==> src/rtl/seq_cla_addsub.sv <==
// Multi-cycle carry-lookahead adder/subtractor: W-bit operands are processed CHUNK bits
// per cycle through one lookahead slice, with a registered carry between beats.
module seq_cla_addsub #(
    parameter int W     = 64,
    parameter int CHUNK = 16
) (
    input  logic         clk,
    input  logic         rst_n,
    input  logic         start,
    input  logic         sub,
    input  logic         sat,
    input  logic [W-1:0] a,
    input  logic [W-1:0] b,
    input  logic         c_in,
    output logic         busy,
    output logic         done,
    output logic [W-1:0] sum,
    output logic         c_out,
    output logic         ovfl,
    output logic         zero
);

    localparam int BEATS = W / CHUNK;
    localparam int BW    = (BEATS > 1) ? $clog2(BEATS) : 1;

    if ((CHUNK <= 0) || ((W % CHUNK) != 0)) begin : g_bad_param
        $error("seq_cla_addsub: W must be a positive multiple of CHUNK");
    end

    typedef enum logic [1:0] {IDLE, RUN, DONE} state_t;

    state_t          state;
    logic [W-1:0]    a_r;
    logic [W-1:0]    b_r;
    logic [W-1:0]    acc;
    logic            carry;
    logic            sat_r;
    logic [BW-1:0]   beat;

    int              base;
    logic [CHUNK-1:0] a_chunk;
    logic [CHUNK-1:0] b_chunk;
    logic [CHUNK-1:0] g;
    logic [CHUNK-1:0] p;
    logic [CHUNK:0]  c;
    logic [CHUNK-1:0] s_chunk;
    logic            t;
    logic            pp;
    logic [W-1:0]    raw;
    logic [W-1:0]    final_sum;
    logic            raw_ovfl;
    logic            last_beat;

    // NOTE: every variable written here gets a default first, so no latch is inferred.
    always_comb begin
        base    = int'(beat) * CHUNK;
        a_chunk = a_r[base +: CHUNK];
        b_chunk = b_r[base +: CHUNK];
        g       = a_chunk & b_chunk;
        p       = a_chunk ^ b_chunk;
        t       = 1'b0;
        pp      = 1'b0;
        c       = '0;
        c[0]    = carry;
        // Flat sum-of-products lookahead: c[i+1] = g[i] | p[i]g[i-1] | ... | p[i:0]carry.
        for (int i = 0; i < CHUNK; i++) begin
            t  = g[i];
            pp = p[i];
            for (int j = i - 1; j >= 0; j--) begin
                t  = t | (pp & g[j]);
                pp = pp & p[j];
            end
            c[i+1] = t | (pp & carry);
        end
        s_chunk = p ^ c[CHUNK-1:0];

        raw               = acc;
        raw[base +: CHUNK] = s_chunk;
        // Only meaningful on the last beat, where c[CHUNK-1] is the carry into bit W-1.
        raw_ovfl  = c[CHUNK] ^ c[CHUNK-1];
        final_sum = raw;
        if (sat_r && raw_ovfl) begin
            final_sum = a_r[W-1] ? {1'b1, {(W-1){1'b0}}} : {1'b0, {(W-1){1'b1}}};
        end
        last_beat = (beat == BW'(BEATS - 1));
    end

    // NOTE: sequential state uses non-blocking assignments only; later assignments win.
    always_ff @(posedge clk or negedge rst_n) begin
        if (!rst_n) begin
            state <= IDLE;
            a_r   <= '0;
            b_r   <= '0;
            acc   <= '0;
            carry <= 1'b0;
            sat_r <= 1'b0;
            beat  <= '0;
            busy  <= 1'b0;
            done  <= 1'b0;
            sum   <= '0;
            c_out <= 1'b0;
            ovfl  <= 1'b0;
            zero  <= 1'b0;
        end else begin
            done <= 1'b0;
            case (state)
                RUN: begin
                    acc[base +: CHUNK] <= s_chunk;
                    carry              <= c[CHUNK];
                    beat               <= beat + 1'b1;
                    if (last_beat) begin
                        state <= DONE;
                        busy  <= 1'b0;
                        done  <= 1'b1;
                        beat  <= '0;
                        sum   <= final_sum;
                        c_out <= c[CHUNK];
                        ovfl  <= raw_ovfl;
                        zero  <= (final_sum == '0);
                    end
                end
                DONE:    state <= IDLE;
                default: state <= IDLE;
            endcase

            // Accept a new operation from IDLE or DONE (back-to-back); ignored during RUN.
            if (start && (state != RUN)) begin
                state <= RUN;
                busy  <= 1'b1;
                a_r   <= a;
                b_r   <= b ^ {W{sub}};
                carry <= sub ? 1'b1 : c_in;
                sat_r <= sat;
                beat  <= '0;
            end
        end
    end

endmodule

==> config.mk <==
export PLATFORM = sky130hd
export DESIGN_NAME = seq_cla_addsub
export DESIGN_NICKNAME = d
export VERILOG_FILES = /design/src/rtl/seq_cla_addsub.sv
export SDC_FILE = /design/constraint.sdc
export NUM_CORES = 1
export LEC_CHECK = 0
export ABC_CLOCK_PERIOD_IN_PS = 4300
export CAP_MARGIN = 20
export CORE_MARGIN = 10
export CORE_UTILIZATION = 40
export CTS_CLUSTER_DIAMETER = 120
export DETAILED_ROUTE_END_ITERATION = 7
export GPL_TIMING_DRIVEN = 0
export PLACE_DENSITY = 0.7
export SYNTH_ARGS = -nofsm -noshare
export SYNTH_HDL_FRONTEND = slang
export SYNTH_SLANG_ARGS = --single-unit
==> constraint.sdc <==
create_clock -name clk -period 4.3 [get_ports clk]
set_input_delay 0.86 -clock clk [delete_from_list [all_inputs] [get_ports clk]]
set_output_delay 0.86 -clock clk [all_outputs]
set_load 0.005 [all_outputs]
Word level (Yosys, flattened, before mapping)

Cells that the tools add are included.

Flip-flop bits (word level): 267
Word-level logic and storage cells: 444
Output and inout bits: 69
Input port bits: 134

Equal/unequal tests: 4
Add/sub/neg operators: 2
Shifts and indexed selects: 4
Reduce and logical (&&, ||, !) cells: 7
Mux-type cells: 17
Bitwise gates (word level): 397

Operator list:

| kind                                                   | number |
|---|---|
| AND 1 bit                                              | 256 |
| OR 1 bit                                               | 136 |
| two-way mux 64 bit                                     | 2 |
| variable part select 64 x 7 -> 16 bit                  | 2 |
| bitwise mux 64 bit                                     | 1 |
| zero test 64 bit                                       | 1 |
| variable shift 16 x 33 -> 64 bit, first input constant | 1 |
| variable part select 16 x 33 -> 64 bit                 | 1 |
| XOR 64 bit                                             | 1 |
| negator 6 -> 33 bit                                    | 1 |
| XOR 16 bit                                             | 2 |
| AND 16 bit                                             | 1 |
| two-way mux 2 bit                                      | 6 |
| two-way mux 1 bit                                      | 8 |
| AND reduction 2 bit                                    | 2 |
| nonzero test 2 bit                                     | 2 |
| != test 3 bit, second input constant                   | 1 |
| adder 2 x 1 -> 2 bit, second input constant            | 1 |
| equality test 2 x 1 -> 1 bit, second input constant    | 1 |
| equality test 2 bit, second input constant             | 1 |
| logical AND 1 bit                                      | 2 |
| != test 2 x 1 -> 1 bit, second input constant          | 1 |
| XOR 1 bit                                              | 1 |

Longest topological paths before layout

Gate-level depths: netlist (run 1).

Depth after elaboration: 23
Mapped depth: 15
Mapped depth without buffers: 12

Least setup slack after synthesis (run 1)

Ideal clock, no wire load.

Kind: register to register
Start: register beat[0]
End: register sum[13]
Period minus slack after synthesis: 3.955 ns
Stages on the path, launching flop included: 16
Arrival: 3.891 ns
Path buffers: 5
Data required time: 4.236 ns
Setup slack: 0.345 ns
Library setup time: 0.064 ns
Path through: dfrtp_1 -> buf_2 -> buf_1 -> mux4_2 -> ha_1 -> buf_2 -> a21oi_1 -> o21ai_0 -> nor3_1 -> o21ai_2 -> o21bai_1 -> a21o_1 -> buf_2 -> buf_2 -> a311oi_1 -> a21o_1

Longest elaborated chain between the ends: 22
Elaborated cells on any way between the ends: 406
Classes of those cells: 1 x add/sub; 1 x eq/ne; 4 x shift; 2 x mux; 396 x bitwise; 2 x reduce/logical

Ends and longest elaborated chain:

| what                                                                | RTL line | source |
|---|---|---|
| start, declared                                                     | 38       | `logic [BW-1:0] beat;` |
| start signal, assigned                                              | 110      | `beat <= beat + 1'b1;` |
| variable part select 64 x 7 -> 16 bit, on equally long branches     | 57, 58   |  |
| XOR 16 bit or AND 16 bit (tied branches)                            | 60, 59   |  |
| AND 1 bit, on equally long branches                                 | 70, 71   |  |
| OR 1 bit (tied with other cells) (14 in a row)                      | 70       | `t = t \| (pp & g[j]);` |
| OR 1 bit (tied with other cells)                                    | 73       | `c[i+1] = t \| (pp & carry);` |
| XOR 16 bit or OR 1 bit (tied branches)                              | 75, 73   |  |
| variable part select 16 x 33 -> 64 bit or XOR 1 bit (tied branches) | 78, 80   |  |
| bitwise mux 64 bit or logical AND 1 bit (tied branches)             | 78, 82   |  |
| two-way mux 64 bit                                                  | 82       | `if (sat_r && raw_ovfl) begin` |
| end signal, assigned                                                | 116      | `sum <= final_sum;` |
| end, declared                                                       | 17       | `output logic [W-1:0] sum,` |

Several ways; a longest one is shown, not always the timed one.
A chain may end at the register's enable or synchronous reset.

Worst setup path in the final report (run 1)

Start: register beat[0]
End: register zero

Longest elaborated chain between the ends: 23
Elaborated cells on any way between the ends: 407
Classes of those cells: 1 x add/sub; 1 x eq/ne; 4 x shift; 2 x mux; 396 x bitwise; 3 x reduce/logical

Ends and longest elaborated chain:

| what                                                                | RTL line | source |
|---|---|---|
| variable part select 64 x 7 -> 16 bit, on equally long branches     | 57, 58   |  |
| XOR 16 bit or AND 16 bit (tied branches)                            | 60, 59   |  |
| AND 1 bit, on equally long branches                                 | 70, 71   |  |
| OR 1 bit (tied with other cells) (14 in a row)                      | 70       |  |
| OR 1 bit (tied with other cells)                                    | 73       |  |
| XOR 16 bit or OR 1 bit (tied branches)                              | 75, 73   |  |
| variable part select 16 x 33 -> 64 bit or XOR 1 bit (tied branches) | 78, 80   |  |
| bitwise mux 64 bit or logical AND 1 bit (tied branches)             | 78, 82   |  |
| two-way mux 64 bit                                                  | 82       |  |
| zero test 64 bit                                                    | 119      | `zero <= (final_sum == '0);` |
| end signal, assigned                                                | 119      |  |
| end, declared                                                       | 20       | `output logic zero` |

Several ways; a longest one is shown, not always the timed one.

==> impl_metrics.sql, run 1 <==
INSERT INTO impl_metrics (metric_group, metric, value, unit) VALUES
('outcome', 'outcome', 'complete, no violations', ''),
('cts', 'hold_buffers', '0', ''),
('route', 'routedWlPerCell', '22.04', 'um'),
('final_layout', 'final_util', '0.5271', ''),
('place', 'place_ws', '-0.8841', 'ns'),
('grt', 'number_of_antenna_violations_at_the_first_check_in_global_routing', '1', ''),
('sta', 'finalHoldViolCount', '0', ''),
('critical_path', 'timing.critical_path.from_type', 'flip-flop', ''),
('synthesis', 'ys_types', '66', ''),
('floorplan', 'num_rows', '66', ''),
('critical_path', 'critical-path-slowest-cell', 'mux4_2', ''),
('floorplan', 'floorplan.io_pins', '203', ''),
('route', 'detail_route.first_pass.iterations', '8', ''),
('final_layout', 'drive_gt1_frac', '0.1508', ''),
('final_layout', 'mostFrequentLayoutCell', 'dfrtp_1', ''),
('route', 'total_via_count_after_detailed_routing', '10940', ''),
('sta', 'finalWorstPathRequiredPeriod', '4.182', 'ns'),
('cts', 'clkLatencyLatePin', '0.56', 'ns'),
('route', 'drtIter0Drc', '959', ''),
('synthesis', 'ys_seq_elements', '267', ''),
('route', 'detail_route.vias_per_cell', '5.617', ''),
('critical_path', 'crit_fanout', '10', ''),
('grt', 'vias_in_the_first_global_route', '11380', ''),
('route', 'postRouteWirelength', '42930', 'um'),
('critical_path', 'path_cells', 'buf_6, buf_8, mux4_2, ha_1, buf_2, a21oi_1, o211ai_1, a211o_1, a21oi_2, xnor2_2, a22o_1, nor4b_2, nand4_1, o21ai_1', ''),
('place', 'port_buffers', '201', ''),
('critical_path', 'critPathKind', 'flip-flop to flip-flop', ''),
('place', 'place_hpwl', '32550', 'um'),
('synthesis', 'post_synth.cell_area_avg', '10.78', 'um^2'),
('final_layout', 'nFillCells', '2965', ''),
('grt', 'overflow', '0', ''),
('cts', 'h-tree-depth', '1', ''),
('synthesis', 'ys_async_sr_fraction', '1.000', ''),
('sta', 'final-setup-viol-count', '0', ''),
('floorplan', 'die_w', '202.9', 'um'),
('final_layout', 'layout.cells.most_common_list', '265 x dfrtp_1, 200 x clkdlybuf4s50_1, 186 x nand2_1, 138 x o21ai_0', ''),
('sta', 'layout_setup_ws', '0.1181', 'ns'),
('floorplan', 'core-area', '32780', 'um^2'),
('floorplan', 'die_h', '202.9', 'um'),
('final_layout', 'finish.net_count', '1644', ''),
('cts', 'clkSinkCount', '267', ''),
('critical_path', 'rr_worst_depth', '14', ''),
('synthesis', 'netlist_area', '13380', 'um^2'),
('floorplan', 'floorplan.initialDensity', '0.4081', ''),
('final_layout', 'syn2layout_area_growth', '29.15', '%'),
('route', 'detail_route.drc_violations', '0', ''),
('sta', 'timing.max_slew.rel_slack', '0.3960', ''),
('sta', 'final_layout_setup_total_negative_slack', '0', 'ns'),
('synthesis', 'post_synth_inst_count', '1241', ''),
('synthesis', 'synthesis.yosys.warnings', '0', ''),
('floorplan', 'fp.dieArea', '41160', 'um^2'),
('place', 'finalWeightedCongestion', '0.9581', ''),
('sta', 'fin_crit_sh', '0.9725', ''),
('synthesis', 'synth_edf_count', '0', ''),
('synthesis', 'nets_in_the_synthesized_netlist', '1399', ''),
('critical_path', 'slowest_delay', '0.57', 'ns'),
('cts', 'path_clk_slew', '0.06', 'ns'),
('critical_path', 'critPathTopFamily', 'compound AO/OA/AOI/OAI gates', ''),
('grt', 'pin_count_of_the_biggest_net_entering_global_routing', '96', ''),
('grt', 'globalRouteTotalUtil', '0.2047', ''),
('route', 'drtAntennaViolNets', '0', ''),
('cts', 'clock_tree.buffer_depth', '3', ''),
('grt', 'grt_pass1_wl', '66990', 'um'),
('critical_path', 'worst_setup_path_end_kind', 'flip-flop', ''),
('critical_path', 'critical_path_depth', '14', ''),
('critical_path', 'worst_ep_required_time', '4.77', 'ns'),
('cts', 'cts_tree', 'built', ''),
('cts', 'inserted_clock_buffers', '28', ''),
('sta', 'clock_skew', '0.02091', 'ns'),
('sta', 'max_clock_freq', '239.1', 'MHz'),
('sta', 'worst_pin_slew', '0.9029', 'ns'),
('cts', 'clock_tree.root_cell', 'clkbuf_16', ''),
('synthesis', 'ys_seq_area_frac', '0.4994', ''),
('synthesis', 'yosys_most_used_dff', 'dfrtp_1', ''),
('flow_run', 'maxCapViolations', '0', ''),
('min_path', 'worstHoldPathType', 'input port to asynchronous set/reset pin', ''),
('critical_path', 'crit_buf_inv', '3', ''),
('sta', 'timing_max_transition_violations_final', '0', ''),
('critical_path', 'arrival_time_at_the_worst_endpoint', '4.65', 'ns');
synth_stat cells (all sizes together) (11+ instances only):
cell	instances	area share
dfrtp	267	0.50
nand2	188	0.053
o21ai	143	0.054
xnor2	76	0.050
clkbuf	64	0.018
mux2	64	0.054
a21o	38	0.021
a211oi	34	0.020
buf	34	0.011
a22o	33	0.022
mux4	32	0.054
a22oi	30	0.017
nor2	30	0.0084
a21oi	27	0.012
ha	23	0.022
inv	18	0.0050
a221oi	11	0.0077
nand3	11	0.0045
stage by stage:
step | hold WS, ns | cell area [um^2] | std cells
2_1_floorplan | 0.4422 | 13380 | 1241
3_3_place_gp | 0.4561 | 15940 | 1884
3_5_place_dp | 0.4645 | 16000 | 1886
4_1_cts | 0.3337 | 17030 | 1941
5_1_grt | 0.3576 | 17280 | 1948
6_report | 0.3019 | 17280 | 1948
routing by layer:
metal  part of all wire  GRT usage  up-vias  routed length [um]
met5                  0          0        -                   0
met4              0.031    0.06235        0                1314
met3              0.077    0.04378       74                3323
met2               0.47     0.3372      468               20310
met1               0.42     0.2647     5402               17980
li1                   -          -     4998                   -
registers in the layout, summed over array words and instances, names as in the netlist:
| signal | flops |
|---|---|
| state | 2 |
| ovfl | 1 |
| zero | 1 |
| beat | 2 |
| busy | 1 |
| b_r | 64 |
| c_out | 1 |
| done | 1 |
| sat_r | 1 |
| acc | 64 |
| sum | 64 |
| a_r | 64 |
| carry | 1 |
area by class of cell:
cell class              count  area (um^2)  area share
well taps                 442        553.0     0.03201
flip-flops and latches    267         6684      0.3868
clock inverters             7        43.79    0.002534
multi-input cells         857         6471      0.3745
repair buffers            216         2182      0.1263
diodes                      1        2.502   0.0001448
plain buffers              97        456.7     0.02643
clock buffers              42        814.5     0.04714
inverters                  19        71.32    0.004127
path summary, 6_finish.rpt:
| kind | startpoint | end | slack (ns) |
|---|---|---|---|
| worst max-delay path | beat[0]$_DFFE_PN0P_ | zero$_DFFE_PN0P_ | 0.12 |
| worst min-delay path | rst_n | sum[49]$_DFFE_PN0P_ | 0.30 |
| worst max register to register | beat[0]$_DFFE_PN0P_ | zero$_DFFE_PN0P_ | 0.12 |
| worst min register to register | sum[58]$_DFFE_PN0P_ | sum[58]$_DFFE_PN0P_ | 0.47 |
| max in group asynchronous | rst_n | b_r[44]$_DFFE_PN0P_ | 2.69 |
| min in group clk | sum[58]$_DFFE_PN0P_ | sum[58]$_DFFE_PN0P_ | 0.47 |
kinds of logic (layout without fill, tap and decap cells):
group / after synthesis / in the layout / synth area share
xor gates and xnor gates: 82 / 82 / 0.05424
buffers and inverters: 117 / 381 / 0.03479
AOI/OAI and AO/OA: 373 / 373 / 0.1885
muxes: 98 / 98 / 0.1092
and+or+nand+nor: 280 / 280 / 0.09081
DFF: 267 / 267 / 0.4994
adders and majority gates: 24 / 24 / 0.02301
other: 0 / 1 / 0
timing repair:
action                                  in CTS  in global routing
pin swaps                                    3                  6
gates resized for setup                     38                 46
endpoints found under the setup margin     110                 68
buffers inserted                             6                  6
Power of run 1 is not shown: default switching activity piles up to over one toggle a cycle in this logic, so the estimate is an artifact.
==> inputs of run 2 (changes only) <==
--- a/config.mk
+++ b/config.mk
@@ -7,11 +7,10 @@
 export LEC_CHECK = 0
 export ABC_CLOCK_PERIOD_IN_PS = 4300
 export CAP_MARGIN = 20
-export CORE_MARGIN = 10
+export CORE_MARGIN = 3
 export CORE_UTILIZATION = 40
 export CTS_CLUSTER_DIAMETER = 120
 export DETAILED_ROUTE_END_ITERATION = 7
-export GPL_TIMING_DRIVEN = 0
 export PLACE_DENSITY = 0.7
 export SYNTH_ARGS = -nofsm -noshare
 export SYNTH_HDL_FRONTEND = slang
==> run 2 against run 1 <==
  * Via count decreased by 3.4%
  * Worst hold slack improved by 0.037 ns
  * Final area decreased by 1.4%
  * Critical path type unchanged
==> impl_metrics.sql, run 2 (synthesis results as in run 1) <==
INSERT INTO impl_metrics (metric_group, metric, value, unit) VALUES
('place', 'place_hpwl', '27680', 'um'),
('cts', 'clock_tree.buffer_depth', '3', ''),
('cts', 'cts_tree', 'built', ''),
('cts', 'clock_tree.root_cell', 'clkbuf_16', ''),
('sta', 'clock_skew', '0.01222', 'ns'),
('floorplan', 'core-area', '32780', 'um^2'),
('cts', 'clkSinkCount', '267', ''),
('final_layout', 'finish.net_count', '1579', ''),
('grt', 'number_of_antenna_violations_at_the_first_check_in_global_routing', '1', ''),
('final_layout', 'drive_gt1_frac', '0.1497', ''),
('place', 'port_buffers', '202', ''),
('place', 'finalWeightedCongestion', '0.9126', ''),
('grt', 'globalRouteTotalUtil', '0.2128', ''),
('route', 'detail_route.vias_per_cell', '5.610', ''),
('sta', 'timing_max_transition_violations_final', '0', ''),
('critical_path', 'critPathKind', 'flip-flop to flip-flop', ''),
('floorplan', 'floorplan.initialDensity', '0.4081', ''),
('final_layout', 'nFillCells', '2931', ''),
('floorplan', 'die_h', '188.9', 'um'),
('route', 'drtIter0Drc', '841', ''),
('grt', 'pin_count_of_the_biggest_net_entering_global_routing', '130', ''),
('floorplan', 'die_w', '188.9', 'um'),
('grt', 'grt_pass1_wl', '60550', 'um'),
('critical_path', 'arrival_time_at_the_worst_endpoint', '4.39', 'ns'),
('floorplan', 'fp.dieArea', '35680', 'um^2'),
('critical_path', 'crit_fanout', '21', ''),
('critical_path', 'ff2ff_setup_slack', '0.34', 'ns'),
('route', 'drtAntennaViolNets', '0', ''),
('final_layout', 'diodes', '0', ''),
('cts', 'h-tree-depth', '1', ''),
('cts', 'path_clk_slew', '0.06', 'ns'),
('cts', 'hold_buffers', '0', ''),
('route', 'detail_route.drc_violations', '0', ''),
('floorplan', 'floorplan.io_pins', '203', ''),
('sta', 'max_clock_freq', '252.8', 'MHz'),
('flow_run', 'maxCapViolations', '0', ''),
('final_layout', 'final_util', '0.5199', ''),
('sta', 'finalHoldViolCount', '0', ''),
('critical_path', 'timing.critical_path.from_type', 'flip-flop', ''),
('outcome', 'outcome', 'complete, no violations', ''),
('sta', 'finalWorstPathRequiredPeriod', '3.956', 'ns'),
('route', 'postRouteWirelength', '38340', 'um'),
('sta', 'timing.max_slew.rel_slack', '0.3443', ''),
('route', 'total_via_count_after_detailed_routing', '10580', ''),
('cts', 'clkLatencyLatePin', '0.55', 'ns'),
('route', 'routedWlPerCell', '20.34', 'um'),
('grt', 'overflow', '0', ''),
('final_layout', 'layout.cells.most_common_list', '266 x dfrtp_1, 200 x clkdlybuf4s50_1, 186 x nand2_1, 139 x o21ai_0, 74 x xnor2_1', ''),
('critical_path', 'worst_ep_required_time', '4.73', 'ns'),
('sta', 'fin_crit_sh', '0.9201', ''),
('sta', 'setup_repair_after_global_routing_missed_its_margin', 'false', ''),
('route', 'detail_route.first_pass.iterations', '5', ''),
('final_layout', 'syn2layout_area_growth', '27.40', '%'),
('sta', 'final_layout_setup_total_negative_slack', '0', 'ns'),
('cts', 'inserted_clock_buffers', '29', ''),
('sta', 'final-setup-viol-count', '0', ''),
('sta', 'worst_pin_slew', '0.9835', 'ns'),
('floorplan', 'num_rows', '66', ''),
('final_layout', 'mostFrequentLayoutCell', 'dfrtp_1', ''),
('critical_path', 'worst_setup_path_end_kind', 'flip-flop', ''),
('grt', 'vias_in_the_first_global_route', '10660', ''),
('min_path', 'worstHoldPathType', 'input port to asynchronous set/reset pin', '');
[run 2: cell count changes in the layout (fill, tap and decap cells not counted), moves of 6 or more]
| cell | previous run | this run |
|---|---|---|
| xnor2_1 | 68 | 74 |
| buf_4 | 15 | 40 |
| clkbuf_4 | 7 | 0 |
| buf_2 | 13 | 0 |
| a211oi_1 | 26 | 32 |
| buf_1 | 10 | 0 |
| xnor2_2 | 8 | 2 |
| clkbuf_1 | 68 | 3 |
| a211oi_2 | 7 | 1 |
[run 2: path summary, 6_finish.rpt]
| path | endpoint | startpoint | cells past startpoint |
|---|---|---|---|
| setup / recovery | sum[0]$_DFFE_PN0P_ | beat[0]$_DFFE_PN0P_ | 13 |
| hold / removal | sum[27]$_DFFE_PN0P_ | rst_n | 1 |
| setup reg to reg | sum[0]$_DFFE_PN0P_ | beat[0]$_DFFE_PN0P_ | 13 |
| hold reg to reg | b_r[52]$_DFFE_PN0P_ | b_r[52]$_DFFE_PN0P_ | 2 |
| max in group asynchronous | a_r[6]$_DFFE_PN0P_ | rst_n | 2 |
| min in group clk | b_r[52]$_DFFE_PN0P_ | b_r[52]$_DFFE_PN0P_ | 2 |
[run 2: per-stage QoR]
| stage | instance area (um^2) | instances | hold slack [ns] | worst slack, ns |
|---|---|---|---|---|
| floorplan | 13380 | 1241 | 0.4422 | 0.3450 |
| global placement | 15930 | 1826 | 0.4559 | 0.1698 |
| detailed placement | 15930 | 1826 | 0.4643 | 0.1229 |
| CTS | 16930 | 1879 | 0.4056 | 0.08722 |
| global route | 17050 | 1885 | 0.4170 | 0.1549 |
| finish | 17050 | 1885 | 0.3393 | 0.3435 |
[run 2: per-layer routing]
layer | routed length [um] | vias to the layer above | part of all wire | global-route usage
met5 | 20 | - | 0.00052 | 0
met4 | 1300 | 2 | 0.034 | 0.06502
met3 | 2938 | 80 | 0.077 | 0.04518
met2 | 17440 | 433 | 0.45 | 0.3331
met1 | 16640 | 5210 | 0.43 | 0.2995
li1 | - | 4850 | - | -
[run 2: worst max-delay path, cell delays in order, from the launching register on]
cell	delay [ns]
dfrtp_2	0.43
buf_12	0.20
mux4_2	0.55
ha_1	0.34
a211oi_4	0.36
nor4_1	0.11
nor3_1	0.39
o21ai_2	0.16
o21bai_1	0.25
a21oi_2	0.19
buf_4	0.26
buf_4	0.29
a211oi_1	0.09
a21o_1	0.17
[run 2: area by class of cell]
type	instances	area, um^2	area share
inverter	19	71.32	0.004184
clock buffer	37	805.8	0.04727
tap	442	553.0	0.03245
timing repair buffer	247	2452	0.1439
sequential	267	6683	0.3921
multi-input combinational	857	6285	0.3687
clock inverter	16	195.2	0.01145
[run 2: what timing repair did]
item	4_1_cts	5_1_grt
gates resized for setup	0	7
endpoints found under the setup margin	0	43
buffers inserted	0	4
Power of run 2 is left out for the same reason.
==> inputs of run 3 (changes only) <==
--- a/config.mk
+++ b/config.mk
@@ -7,6 +7,7 @@
 export LEC_CHECK = 0
 export ABC_CLOCK_PERIOD_IN_PS = 4300
 export CAP_MARGIN = 20
+export CORE_ASPECT_RATIO = 0.7
 export CORE_MARGIN = 3
 export CORE_UTILIZATION = 40
 export CTS_CLUSTER_DIAMETER = 120
==> run 3 against run 2 <==
  * Flip-flop and latch count unchanged
  * Register-to-register slack got worse by 0.14 ns
  * Non-clock buffer count shrank 4
  * Cell count down 1.2%
==> impl_metrics.sql, run 3 (synthesis results as in run 1) <==
INSERT INTO impl_metrics (metric_group, metric, value, unit) VALUES
('outcome', 'outcome', 'complete, no violations', ''),
('cts', 'clkLatencyLatePin', '0.56', 'ns'),
('floorplan', 'floorplan.io_pins', '203', ''),
('cts', 'cts_tree', 'built', ''),
('floorplan', 'num_rows', '55', ''),
('route', 'detail_route.drc_violations', '0', ''),
('floorplan', 'core-area', '32620', 'um^2'),
('cts', 'clkSinkCount', '267', ''),
('sta', 'final_layout_setup_total_negative_slack', '0', 'ns'),
('grt', 'overflow', '0', ''),
('grt', 'grt_pass1_wl', '61500', 'um'),
('route', 'drtAntennaViolNets', '0', ''),
('cts', 'inserted_clock_buffers', '28', ''),
('cts', 'h-tree-depth', '1', ''),
('sta', 'clock_skew', '0.01670', 'ns'),
('sta', 'finalWorstPathRequiredPeriod', '4.095', 'ns'),
('final_layout', 'finalNonFillerCells', '1863', ''),
('sta', 'worst_pin_slew', '0.9900', 'ns'),
('place', 'finalWeightedCongestion', '0.9149', ''),
('sta', 'final-setup-viol-count', '0', ''),
('sta', 'finalHoldViolCount', '0', ''),
('critical_path', 'path_cells', 'buf_12, mux4_2, ha_1, a211oi_1, o31ai_1, a221oi_2, o21bai_1, xnor2_2, o2bb2ai_1, nor4_1, nand4_1, o21ai_1', ''),
('critical_path', 'worst_ep_required_time', '4.78', 'ns'),
('final_layout', 'mostFrequentLayoutCell', 'dfrtp_1', ''),
('route', 'routedWlPerCell', '20.94', 'um'),
('flow_run', 'maxCapViolations', '0', ''),
('critical_path', 'timing.critical_path.from_type', 'flip-flop', ''),
('route', 'detail_route.first_pass.iterations', '6', ''),
('critical_path', 'slowest_delay', '0.57', 'ns'),
('cts', 'clock_tree.buffer_depth', '3', ''),
('route', 'drtIter0Drc', '970', ''),
('critical_path', 'critical-path-slowest-cell', 'mux4_2', ''),
('route', 'detail_route.vias_per_cell', '5.616', ''),
('place', 'place_ws', '0.1633', 'ns'),
('sta', 'timing_max_transition_violations_final', '0', ''),
('grt', 'number_of_antenna_violations_at_the_first_check_in_global_routing', '0', ''),
('sta', 'fin_crit_sh', '0.9524', ''),
('floorplan', 'die_h', '159.0', 'um'),
('floorplan', 'fp.dieArea', '35710', 'um^2'),
('sta', 'max_clock_freq', '244.2', 'MHz'),
('critical_path', 'arrival_time_at_the_worst_endpoint', '4.58', 'ns'),
('critical_path', 'worst_setup_path_end_kind', 'flip-flop', ''),
('route', 'postRouteWirelength', '39010', 'um'),
('grt', 'globalRouteTotalUtil', '0.2182', ''),
('min_path', 'worstHoldPathType', 'input port to asynchronous set/reset pin', ''),
('sta', 'layout_setup_ws', '0.2047', 'ns'),
('grt', 'pin_count_of_the_biggest_net_entering_global_routing', '113', ''),
('place', 'place.detailed.instances', '1812', ''),
('final_layout', 'syn2layout_area_growth', '27.86', '%'),
('route', 'total_via_count_after_detailed_routing', '10460', ''),
('critical_path', 'critPathKind', 'flip-flop to flip-flop', ''),
('place', 'port_buffers', '202', ''),
('sta', 'timing.max_slew.rel_slack', '0.3400', ''),
('final_layout', 'drive_gt1_frac', '0.1511', ''),
('final_layout', 'diodes', '0', ''),
('cts', 'path_clk_slew', '0.06', 'ns'),
('cts', 'clock_tree.root_cell', 'clkbuf_16', ''),
('final_layout', 'finish.net_count', '1574', ''),
('grt', 'vias_in_the_first_global_route', '10450', ''),
('cts', 'post_cts_buffers', '0', ''),
('critical_path', 'rr_worst_depth', '12', ''),
('final_layout', 'nFillCells', '2944', ''),
('cts', 'hold_buffers', '0', ''),
('sta', 'setup_repair_after_global_routing_missed_its_margin', 'false', ''),
('final_layout', 'layout.cells.most_common_list', '265 x dfrtp_1, 200 x clkdlybuf4s50_1, 186 x nand2_1, 139 x o21ai_0, 72 x xnor2_1', ''),
('critical_path', 'crit_fanout', '11', ''),
('place', 'place_hpwl', '28660', 'um'),
('floorplan', 'floorplan.initialDensity', '0.4102', ''),
('floorplan', 'die_w', '224.6', 'um');
-- run 3: changes by cell type in the layout (fill, tap and decap cells not counted), sizes merged --
cell	delta
buf	-4
bufinv	+3
clkinv	-3
clkinvlp	-2
clkbuf	-1
-- run 3: critical path, delay by kind of cell (launching register included) --
kind | cells | cell delay [ns]
AOI/OAI and AO/OA | 6 | 1.45
and+or+nand+nor | 2 | 0.62
muxes | 1 | 0.57
DFF | 1 | 0.49
adders and majority gates | 1 | 0.39
xor gates and xnor gates | 1 | 0.29
buffers and inverters | 1 | 0.20
-- run 3: cell type report --
type	count	area (um^2)	share of cell area
Clock buffer	36	782.0	0.04571
Multi-Input combinational cell	857	6334	0.3702
Sequential cell	267	6684	0.3907
Clock inverter	14	257.7	0.01507
Timing Repair Buffer	243	2444	0.1428
Tap cell	427	534.3	0.03123
Inverter	19	71.32	0.004169
-- run 3: timing repair --
action,4_1_cts,5_1_grt
endpoints found under the hold margin,0,0
resized for setup,0,16
endpoints found under the setup margin,0,55
-- run 3: path summary, 6_finish.rpt --
kind	start	slack, ns	end
worst min-delay path	rst_n	0.36	a_r[24]$_DFFE_PN0P_
worst max-delay path	beat[0]$_DFFE_PN0P_	0.20	zero$_DFFE_PN0P_
worst min register to register	acc[4]$_DFFE_PN0P_	0.47	acc[4]$_DFFE_PN0P_
min in group clk	acc[4]$_DFFE_PN0P_	0.47	acc[4]$_DFFE_PN0P_
worst max register to register	beat[0]$_DFFE_PN0P_	0.20	zero$_DFFE_PN0P_
max in group asynchronous	rst_n	3.04	b_r[14]$_DFFE_PN0P_
-- run 3: per-stage QoR --
stage,util,hold WS (ns),cell area [um^2]
2_1_floorplan,-,0.4422,13380
6_report,0.5244,0.3605,17110
3_3_place_gp,0.4893,0.4556,15960
5_1_grt,0.5244,0.4299,17110
4_1_cts,0.5211,0.3921,17000
3_5_place_dp,0.4893,0.4641,15960
-- run 3: routing by layer --
layer	part of all wire	vias up	GRT usage	routed length (um)
met5	0	-	0	0
met4	0.022	0	0.04879	875
met3	0.094	73	0.06027	3655
met2	0.40	413	0.2919	15450
met1	0.49	5127	0.3478	19030
li1	-	4850	-	-
Power of run 3 is left out for the same reason.
